$ cat src/rtl/ps2_mouse_receiver.sv
// PS/2 device-to-host byte receiver: synchronises the raw lines, detects clock
// falling edges and deframes start/8 data/odd parity/stop into rx_data.
module ps2_mouse_receiver (
    input  logic       clk,
    input  logic       reset,
    input  logic       ps2_clk_in,
    input  logic       ps2_data_in,
    input  logic       rx_enable,
    input  logic       timer_400us_done,
    output logic       falling_edge,
    output logic [7:0] rx_data,
    output logic       rx_valid,
    output logic       rx_parity_error,
    output logic       rx_framing_error,
    output logic       rx_busy,
    output logic [1:0] dbg_state
);

    typedef enum logic [1:0] {
        IDLE   = 2'd0,
        DATA   = 2'd1,
        PARITY = 2'd2,
        STOP   = 2'd3
    } state_t;

    logic       clk_s1_q, clk_s2_q, clk_prev_q;
    logic       data_s1_q, data_s2_q;
    logic       edge_q, bit_q;

    state_t     state_q, state_d;
    logic [2:0] cnt_q, cnt_d;
    logic [7:0] shift_q, shift_d;
    logic       parity_q, parity_d;
    logic [7:0] rx_data_q, rx_data_d;
    logic       valid_q, valid_d;
    logic       perr_q, perr_d;
    logic       ferr_q, ferr_d;

    // Sync flops reset to 1 (idle bus) so releasing reset never looks like an edge.
    always_ff @(posedge clk) begin
        if (reset) begin
            clk_s1_q   <= 1'b1;
            clk_s2_q   <= 1'b1;
            clk_prev_q <= 1'b1;
            data_s1_q  <= 1'b1;
            data_s2_q  <= 1'b1;
            edge_q     <= 1'b0;
            bit_q      <= 1'b1;
        end else begin
            clk_s1_q   <= ps2_clk_in;
            clk_s2_q   <= clk_s1_q;
            clk_prev_q <= clk_s2_q;
            data_s1_q  <= ps2_data_in;
            data_s2_q  <= data_s1_q;
            edge_q     <= clk_prev_q & ~clk_s2_q;
            bit_q      <= data_s2_q;
        end
    end

    // The FSM consumes the registered edge, so result pulses land one cycle after falling_edge.
    always_comb begin
        state_d   = state_q;
        cnt_d     = cnt_q;
        shift_d   = shift_q;
        parity_d  = parity_q;
        rx_data_d = rx_data_q;
        valid_d   = 1'b0;
        perr_d    = 1'b0;
        ferr_d    = 1'b0;
        if (!rx_enable) begin
            state_d = IDLE;
        end else if (edge_q) begin
            case (state_q)
                IDLE: begin
                    if (!bit_q) begin
                        cnt_d   = 3'd0;
                        shift_d = 8'h00;
                        state_d = DATA;
                    end else begin
                        ferr_d = 1'b1;
                    end
                end
                DATA: begin
                    shift_d = {bit_q, shift_q[7:1]};
                    cnt_d   = cnt_q + 3'd1;
                    if (cnt_q == 3'd7) state_d = PARITY;
                end
                PARITY: begin
                    parity_d = bit_q;
                    state_d  = STOP;
                end
                STOP: begin
                    state_d = IDLE;
                    if (!bit_q) begin
                        ferr_d = 1'b1;
                    end else if ((^shift_q) ^ parity_q) begin
                        rx_data_d = shift_q;
                        valid_d   = 1'b1;
                    end else begin
                        perr_d = 1'b1;
                    end
                end
                default: state_d = IDLE;
            endcase
        end else if (timer_400us_done && state_q != IDLE) begin
            state_d = IDLE;
            ferr_d  = 1'b1;
        end
    end

    always_ff @(posedge clk) begin
        if (reset) begin
            state_q   <= IDLE;
            cnt_q     <= 3'd0;
            shift_q   <= 8'h00;
            parity_q  <= 1'b0;
            rx_data_q <= 8'h00;
            valid_q   <= 1'b0;
            perr_q    <= 1'b0;
            ferr_q    <= 1'b0;
        end else begin
            state_q   <= state_d;
            cnt_q     <= cnt_d;
            shift_q   <= shift_d;
            parity_q  <= parity_d;
            rx_data_q <= rx_data_d;
            valid_q   <= valid_d;
            perr_q    <= perr_d;
            ferr_q    <= ferr_d;
        end
    end

    assign falling_edge     = edge_q;
    assign rx_data          = rx_data_q;
    assign rx_valid         = valid_q;
    assign rx_parity_error  = perr_q;
    assign rx_framing_error = ferr_q;
    assign rx_busy          = (state_q != IDLE);
    assign dbg_state        = state_q;

endmodule

$ cat config.mk
export PLATFORM = sky130hd
export DESIGN_NAME = ps2_mouse_receiver
export DESIGN_NICKNAME = d
export VERILOG_FILES = /design/src/rtl/ps2_mouse_receiver.sv
export SDC_FILE = /design/constraint.sdc
export NUM_CORES = 1
export LEC_CHECK = 0
export CAP_MARGIN = 20
export CORE_MARGIN = 2
export CORE_UTILIZATION = 32
export CTS_CLUSTER_DIAMETER = 200
export CTS_CLUSTER_SIZE = 28
export DETAILED_ROUTE_END_ITERATION = 10
export PLACE_DENSITY = 0.55
export SYNTH_ARGS = -nofsm -noshare
export SYNTH_HDL_FRONTEND = slang
export SYNTH_SLANG_ARGS = --single-unit
$ cat constraint.sdc
create_clock -name clk -period 4.88 [get_ports clk]
set_clock_uncertainty 0.1 [all_clocks]
set_input_delay 0.732 -clock clk [delete_from_list [all_inputs] [get_ports clk]]
set_output_delay 0.732 -clock clk [all_outputs]
set_load 0.05 [all_outputs]
; ---- After elaboration in Yosys (flattened, before gate mapping)
; Cells that the tools add are included.
[classes]
bitwise_logic = 7
eq_ne = 7
n_addsub = 1
mux = 16
reduce_logical = 12
[ops]
columns = operator, n
row1 = $pmux 8 s2, 1
row2 = $mux 2, 4
row3 = $mux 8, 1
row4 = $pmux 2 s4, 1
row5 = $reduce_xor 8->1, 1
row6 = $mux 1, 6
row7 = $ne 3x3->1 const B, 2
row8 = $pmux 3 s2, 1
row9 = $reduce_and 3->1, 2
row10 = $reduce_bool 2->1, 3
row11 = $not 1->1, 5
row12 = $reduce_and 5->1, 1
row13 = $reduce_or 5->1, 1
row14 = $eq 2x2->1 const B, 2
row15 = $reduce_and 4->1, 1
row16 = $add 3x1->3 const B, 1
row17 = $eq 3x3->1 const B, 1
row18 = $mux 3, 1
row19 = $eq 2x1->1 const B, 1
row20 = $logic_not 2->1, 1
row21 = $ne 2x2->1 const B, 1
row22 = $pmux 1 s2, 1
row23 = $reduce_or 2->1, 1
row24 = $and 1x1->1, 1
row25 = 2 further kinds, 2
[word_totals]
word_cells = 58
register_bits = 32

; ---- Logic depth before layout (Yosys ltp)
; Gate-level depths: netlist of run 1.
[depth]
depth_word = 4
ltp_mapped = 7
depth_no_buf = 6

; ---- Least setup slack after synthesis of run 1
; No wires, ideal clock.
[synth_timing]
kind = flip-flop to output port
from = reg state_q[0], in the netlist dbg_state[0]
to = out rx_busy
arrival_time_ps = 1420
stages_incl_launch_ff = 4
path_slack_ps = 2628
cell_sequence = dfxtp_1 inv_1 ha_1 inv_1
[synth_via]
elab_chain_len = 1
[synth_lines]
columns = element, line_no
row1 = start: declaration, 30  ; state_t state_q, state_d;
row2 = start signal: assignment, 122  ; state_q <= state_d;
row3 = $reduce_bool 2->1, 138  ; assign rx_busy = (state_q != IDLE);
row4 = end: declaration, 15  ; output logic rx_busy,
; Every way passes these cells.

; ---- Worst setup path in the final report of run 1
; Same ends and word-level chain as after synthesis.

==> run metrics, run 1 <==
CP most frequent cell inv_1; total vias in the final route between 1,000 and 1,500; Data arrival, critical path between 1500 and 2000 ps; CP max stage cell clkdlybuf4s50_1; worst-margin pin slew 723 ps; die area 4860 µm²; PwrDens just over 300 nW/µm²; final hold vios 0; final setup fails 0; fraction of layout cells with a size suffix above 1 about a tenth; Setup crit start kind flip-flop; dpl hpwl 1630 µm; CP top delay family buffers and inverters; drt pass-1 iters 6; outcome finished, final reports clean; Cell Area, Placed 1610 µm²; routed length per instance approximately 11 µm; hold_ws roughly 310 ps; antenna violations before repair 0; TritonCTS buffer count 5; CP Cell Sequence inv_1 -> ha_1 -> inv_1 -> clkdlybuf4s50_1; Starting Density 33.8%; antenna-violating nets left 0; Setup crit end kind output port; crit path max fanout 6; drt total wl roughly 2400 µm; Seq/Total Area, Yosys 46.4%; clock slew at reported path FFs ~70 ps; pre-CTS WS roughly 2300 ps; achievable frequency 359 MHz; synthesized flop and latch total 32; FF-to-FF setup slack ~2900 ps; post_cts resized 0; area grow syn2layout 26.6%; core footprint just over 4000 µm²; clock net sink count 32; most common cell after layout, fill and taps aside dfxtp_1; Mapped Avg Cell Area between 9 and 10 µm²; die height approximately 70 µm; Slew HR between 50% and 60%; worst min path class reg -> reg; Via density 4.73; Layout Cells excl Fill approximately 210; Residual DRC 0; CTS Buffer Depth 2; Leak Pwr approximately 0.65 nW; Unique masters post-synth 26; die width between 60 and 70 µm; most frequent cells in the layout dfxtp_1, clkdlybuf4s50_1, nand2b_1; max capacitance violation total 0; Buf/Inv on CP 3; Clk Tree Root Cell clkbuf_8; TritonCTS clock tree built; Slowest Stage Delay on Critical Path 790 ps; critical setup path kind reg -> out; final instance area around 1700 µm²; setup ws final 2100 ps; fin crit period 2780 ps; Filler Cells Inserted 380; Synth Warn # 0; largest net degree at the start of global routing 38; maximum vdd ir drop between 0.1 and 0.15 mV; number of diodes 0; Placed Instances roughly 200; Critical Path RT around 4100 ps; RSZ-0062 raised after global routing false; postcts setup bufs 0; Post-Syn Area between 1000 and 1500 µm²; crit share post-route 57.0%; CTS Hold Bufs 0; Final nets between 150 and 200; Cell Rows 23; vias in the first global route 920; Port Buffers 20; first-pass GRT wire length 4140 µm; Pwr Total 533 µW; post-route setup TNS 0 ps; H-tree Lvls 2; gr ovfl total 0; I/O pin total 21; Clk Latency, worst-skew pair about 280 ps; Mapped Nets about 150; Final Wtd Congestion between 0.6 and 0.7; Gate Count Post-Synth between 100 and 150; initial DRC count 83; GRT Util Overall ~11%; Final Util between 40 and 50%; Slew Limit Fails 0
[flip-flops by register name, summed over array words and instances (netlist names)]
register,cells
rx_data,8
shift_q,8
cnt_q,3
dbg_state,2
bit_q,1
clk_prev_q,1
clk_s1_q,1
clk_s2_q,1
data_s1_q,1
data_s2_q,1
falling_edge,1
parity_q,1
rx_framing_error,1
rx_parity_error,1
rx_valid,1
[Yosys cell counts, drive strengths merged]
cell | instances | area share [%]
a21oi | 4 | 1.4
nand2b | 17 | 7.7
nor3 | 2 | 0.72
nor3b | 2 | 1.1
a22oi | 9 | 4.9
or2 | 6 | 2.7
o21ai | 3 | 1.1
xnor3 | 2 | 3.3
dfxtp | 32 | 46
mux2 | 1 | 1.1
o21bai | 1 | 0.54
mux2i | 10 | 7.2
inv | 5 | 1.4
xor2 | 1 | 0.63
clkbuf | 6 | 1.6
buf | 1 | 0.82
or2b | 1 | 0.54
xnor2 | 3 | 1.9
nor2 | 15 | 4.1
and4 | 1 | 0.63
nand2 | 3 | 0.82
nor2b | 4 | 1.8
nand3 | 1 | 0.36
ha | 6 | 5.4
a31oi | 2 | 0.91
nand4 | 2 | 0.91
[cell type report]
class	count	area [µm²]	area share, %
clock inverters	3	42.5	2.43
multi-input cells	96	688	39.3
flip-flops and latches	32	641	36.6
well taps	50	62.6	3.58
inverters	5	18.8	1.07
clock buffers	5	68.8	3.93
repair buffers	21	228	13.0
[layer usage]
metal,global-route usage [%],vias to the layer above,part of all wire [%]
li1,-,511,-
met1,12.9,464,46
met2,16.8,25,48
met3,4.65,2,5.3
met4,4.49,0,0.71
met5,0,-,0
[report_power, final]
group	leakage [nW]	switching, mW	internal, mW
Clock	0.0541	0.0997	0.151
Sequential	0.259	0.00126	0.263
Combinational	0.342	0.00748	0.0100
[final timing paths]
check | endpoint | cells after the start | startpoint
setup / recovery | rx_busy | 4 | dbg_state[0]$_SDFFE_PP0P_
setup reg to reg | shift_q[0]$_SDFFE_PP0P_ | 6 | dbg_state[0]$_SDFFE_PP0P_
hold reg to reg | data_s2_q$_SDFF_PP1_ | 1 | data_s1_q$_SDFF_PP1_
hold / removal | data_s2_q$_SDFF_PP1_ | 1 | data_s1_q$_SDFF_PP1_
[cells by family (layout without fill, tap and decap cells)]
kind of cell               count (synthesis)  count (layout)  share of synthesized area (%)
AOI/OAI and AO/OA                         19              19                           8.88
xor gates and xnor gates                   6               6                           5.80
adders and majority gates                  6               6                           5.43
buffers and inverters                     12              34                           3.80
DFF                                       32              32                           46.4
muxes                                     11              11                           8.33
and+or+nand+nor                           54              54                           21.4
Power figures use the tool's default switching activity.
==> inputs of run 2 (changes only) <==
PLACE_DENSITY = 0.57   (was 0.55)
clock period = 2.5 ns   (was 4.88 ns; I/O delays follow)
==> run 2 against run 1 <==
Final cell count did not move. Count of clock-buffer cells in the layout did not move. Register-to-register slack got worse by 2400 ps. Global-route usage fell by 0.23 points. Largest cell class unchanged.
==> run metrics, run 2 (same netlist as run 1, synthesis figures left out) <==
outcome finished, final reports clean; CTS Hold Bufs 0; pre-CTS WS between 300 and 400 ps; Final nets ~170; most common cell after layout, fill and taps aside dfxtp_1; clock slew at reported path FFs ~70 ps; Clk Tree Root Cell clkbuf_8; worst min path class reg -> reg; number of diodes 0; CP Cell Sequence inv_1 -> ha_1 -> inv_1 -> clkdlybuf4s50_1; routed length per instance 11.3 µm; total vias in the final route 987; final hold vios 0; I/O pin total 21; core footprint a little over 4000 µm²; postcts setup bufs 0; achievable frequency 416 MHz; TritonCTS clock tree built; Cell Area, Placed between 1500 and 2000 µm²; drt total wl roughly 2400 µm; vias in the first global route approximately 900; FF-to-FF setup slack 450 ps; Setup crit start kind flip-flop; die area around 4900 µm²; most frequent cells in the layout dfxtp_1, clkdlybuf4s50_1, nand2b_1; crit share post-route between 90% and 100%; worst-margin pin slew between 800 and 900 ps; setup ws final 94.6 ps; final instance area between 1500 and 2000 µm²; Critical Path RT about 2000 ps; Slew HR a little under half; final setup fails 0; RSZ-0062 raised after global routing false; Clk Latency, worst-skew pair about 280 ps; antenna-violating nets left 0; PwrDens a little under 600 nW/µm²; Slowest Stage Delay on Critical Path roughly 790 ps; CP most frequent cell inv_1; maximum vdd ir drop about 0.35 mV; Leak Pwr roughly 0.65 nW; Starting Density 33.8%; clock net sink count 32; fin crit period approximately 2400 ps; Final Wtd Congestion about 0.73; Setup crit end kind output port; drt pass-1 iters 4; Residual DRC 0; H-tree Lvls 2; area grow syn2layout 25.2%; crit path max fanout 6; die width between 60 and 70 µm; antenna violations before repair 0; post_cts resized 0; Cell Rows 23; TritonCTS buffer count 5; CP max stage cell clkdlybuf4s50_1; Buf/Inv on CP 3; dpl hpwl roughly 1700 µm; fraction of layout cells with a size suffix above 1 under 10%; largest net degree at the start of global routing 38; post-route setup TNS 0 ps; Slew Limit Fails 0; initial DRC count 41; Data arrival, critical path ~1900 ps; first-pass GRT wire length slightly below 4000 µm; CTS Buffer Depth 2; CP top delay family buffers and inverters; Port Buffers 20; critical setup path kind reg -> out; gr ovfl total 0; Via density about 4.7; GRT Util Overall about a tenth; max capacitance violation total 0; die height roughly 70 µm
run 2: cell counts in the layout (fill, tap and decap cells not counted):
No cell type changed its count.
run 2: final cells by class:
cell class | count | area (µm²)
clock buffer | 5 | 68.8
clock inverter | 3 | 42.5
fill | 401 | 2360
inverter | 5 | 18.8
multi-input combinational | 96 | 688
sequential | 32 | 641
tap | 50 | 62.6
timing repair buffer | 21 | 208
run 2: through the flow:
stage / power (mW) / util, % / cells / hold WS, ps
after floorplan: 0.546 / - / 140 / 289
after global placement: 0.558 / 39.6 / 204 / 292
after detailed placement: 0.559 / 39.6 / 204 / 298
after CTS: 1.05 / 42.3 / 212 / 315
after global routing: 1.07 / 42.3 / 212 / 331
final: 1.03 / 42.3 / 212 / 310
run 2: worst paths after layout:
| check | startpoint | endpoint | cells after the start |
|---|---|---|---|
| setup / recovery | dbg_state[0]$_SDFFE_PP0P_ | rx_busy | 4 |
| setup reg to reg | dbg_state[0]$_SDFFE_PP0P_ | shift_q[0]$_SDFFE_PP0P_ | 6 |
| hold reg to reg | clk_prev_q$_SDFF_PP1_ | falling_edge$_SDFF_PP0_ | 2 |
| hold / removal | clk_prev_q$_SDFF_PP1_ | falling_edge$_SDFF_PP0_ | 2 |
run 2: worst register-to-register path: stages (launching register included):
cell and delay [ps]:
dfxtp_1 410, inv_1 110, ha_1 270, nor2b_1 150, o21bai_1 630, a22oi_1 180, nor2_1 130
run 2: per-layer routing:
metal | up-vias | GRT usage (%) | share of wire, %
li1 | 512 | - | -
met1 | 454 | 12.1 | 50
met2 | 16 | 16.3 | 44
met3 | 5 | 4.51 | 4.0
met4 | 0 | 5.77 | 1.9
met5 | - | 0 | 0
run 2: where the power goes:
part           internal [mW]  switching (mW)
clock network          0.294           0.187
registers              0.514         0.00259
logic                 0.0162          0.0141
total                  0.825           0.203
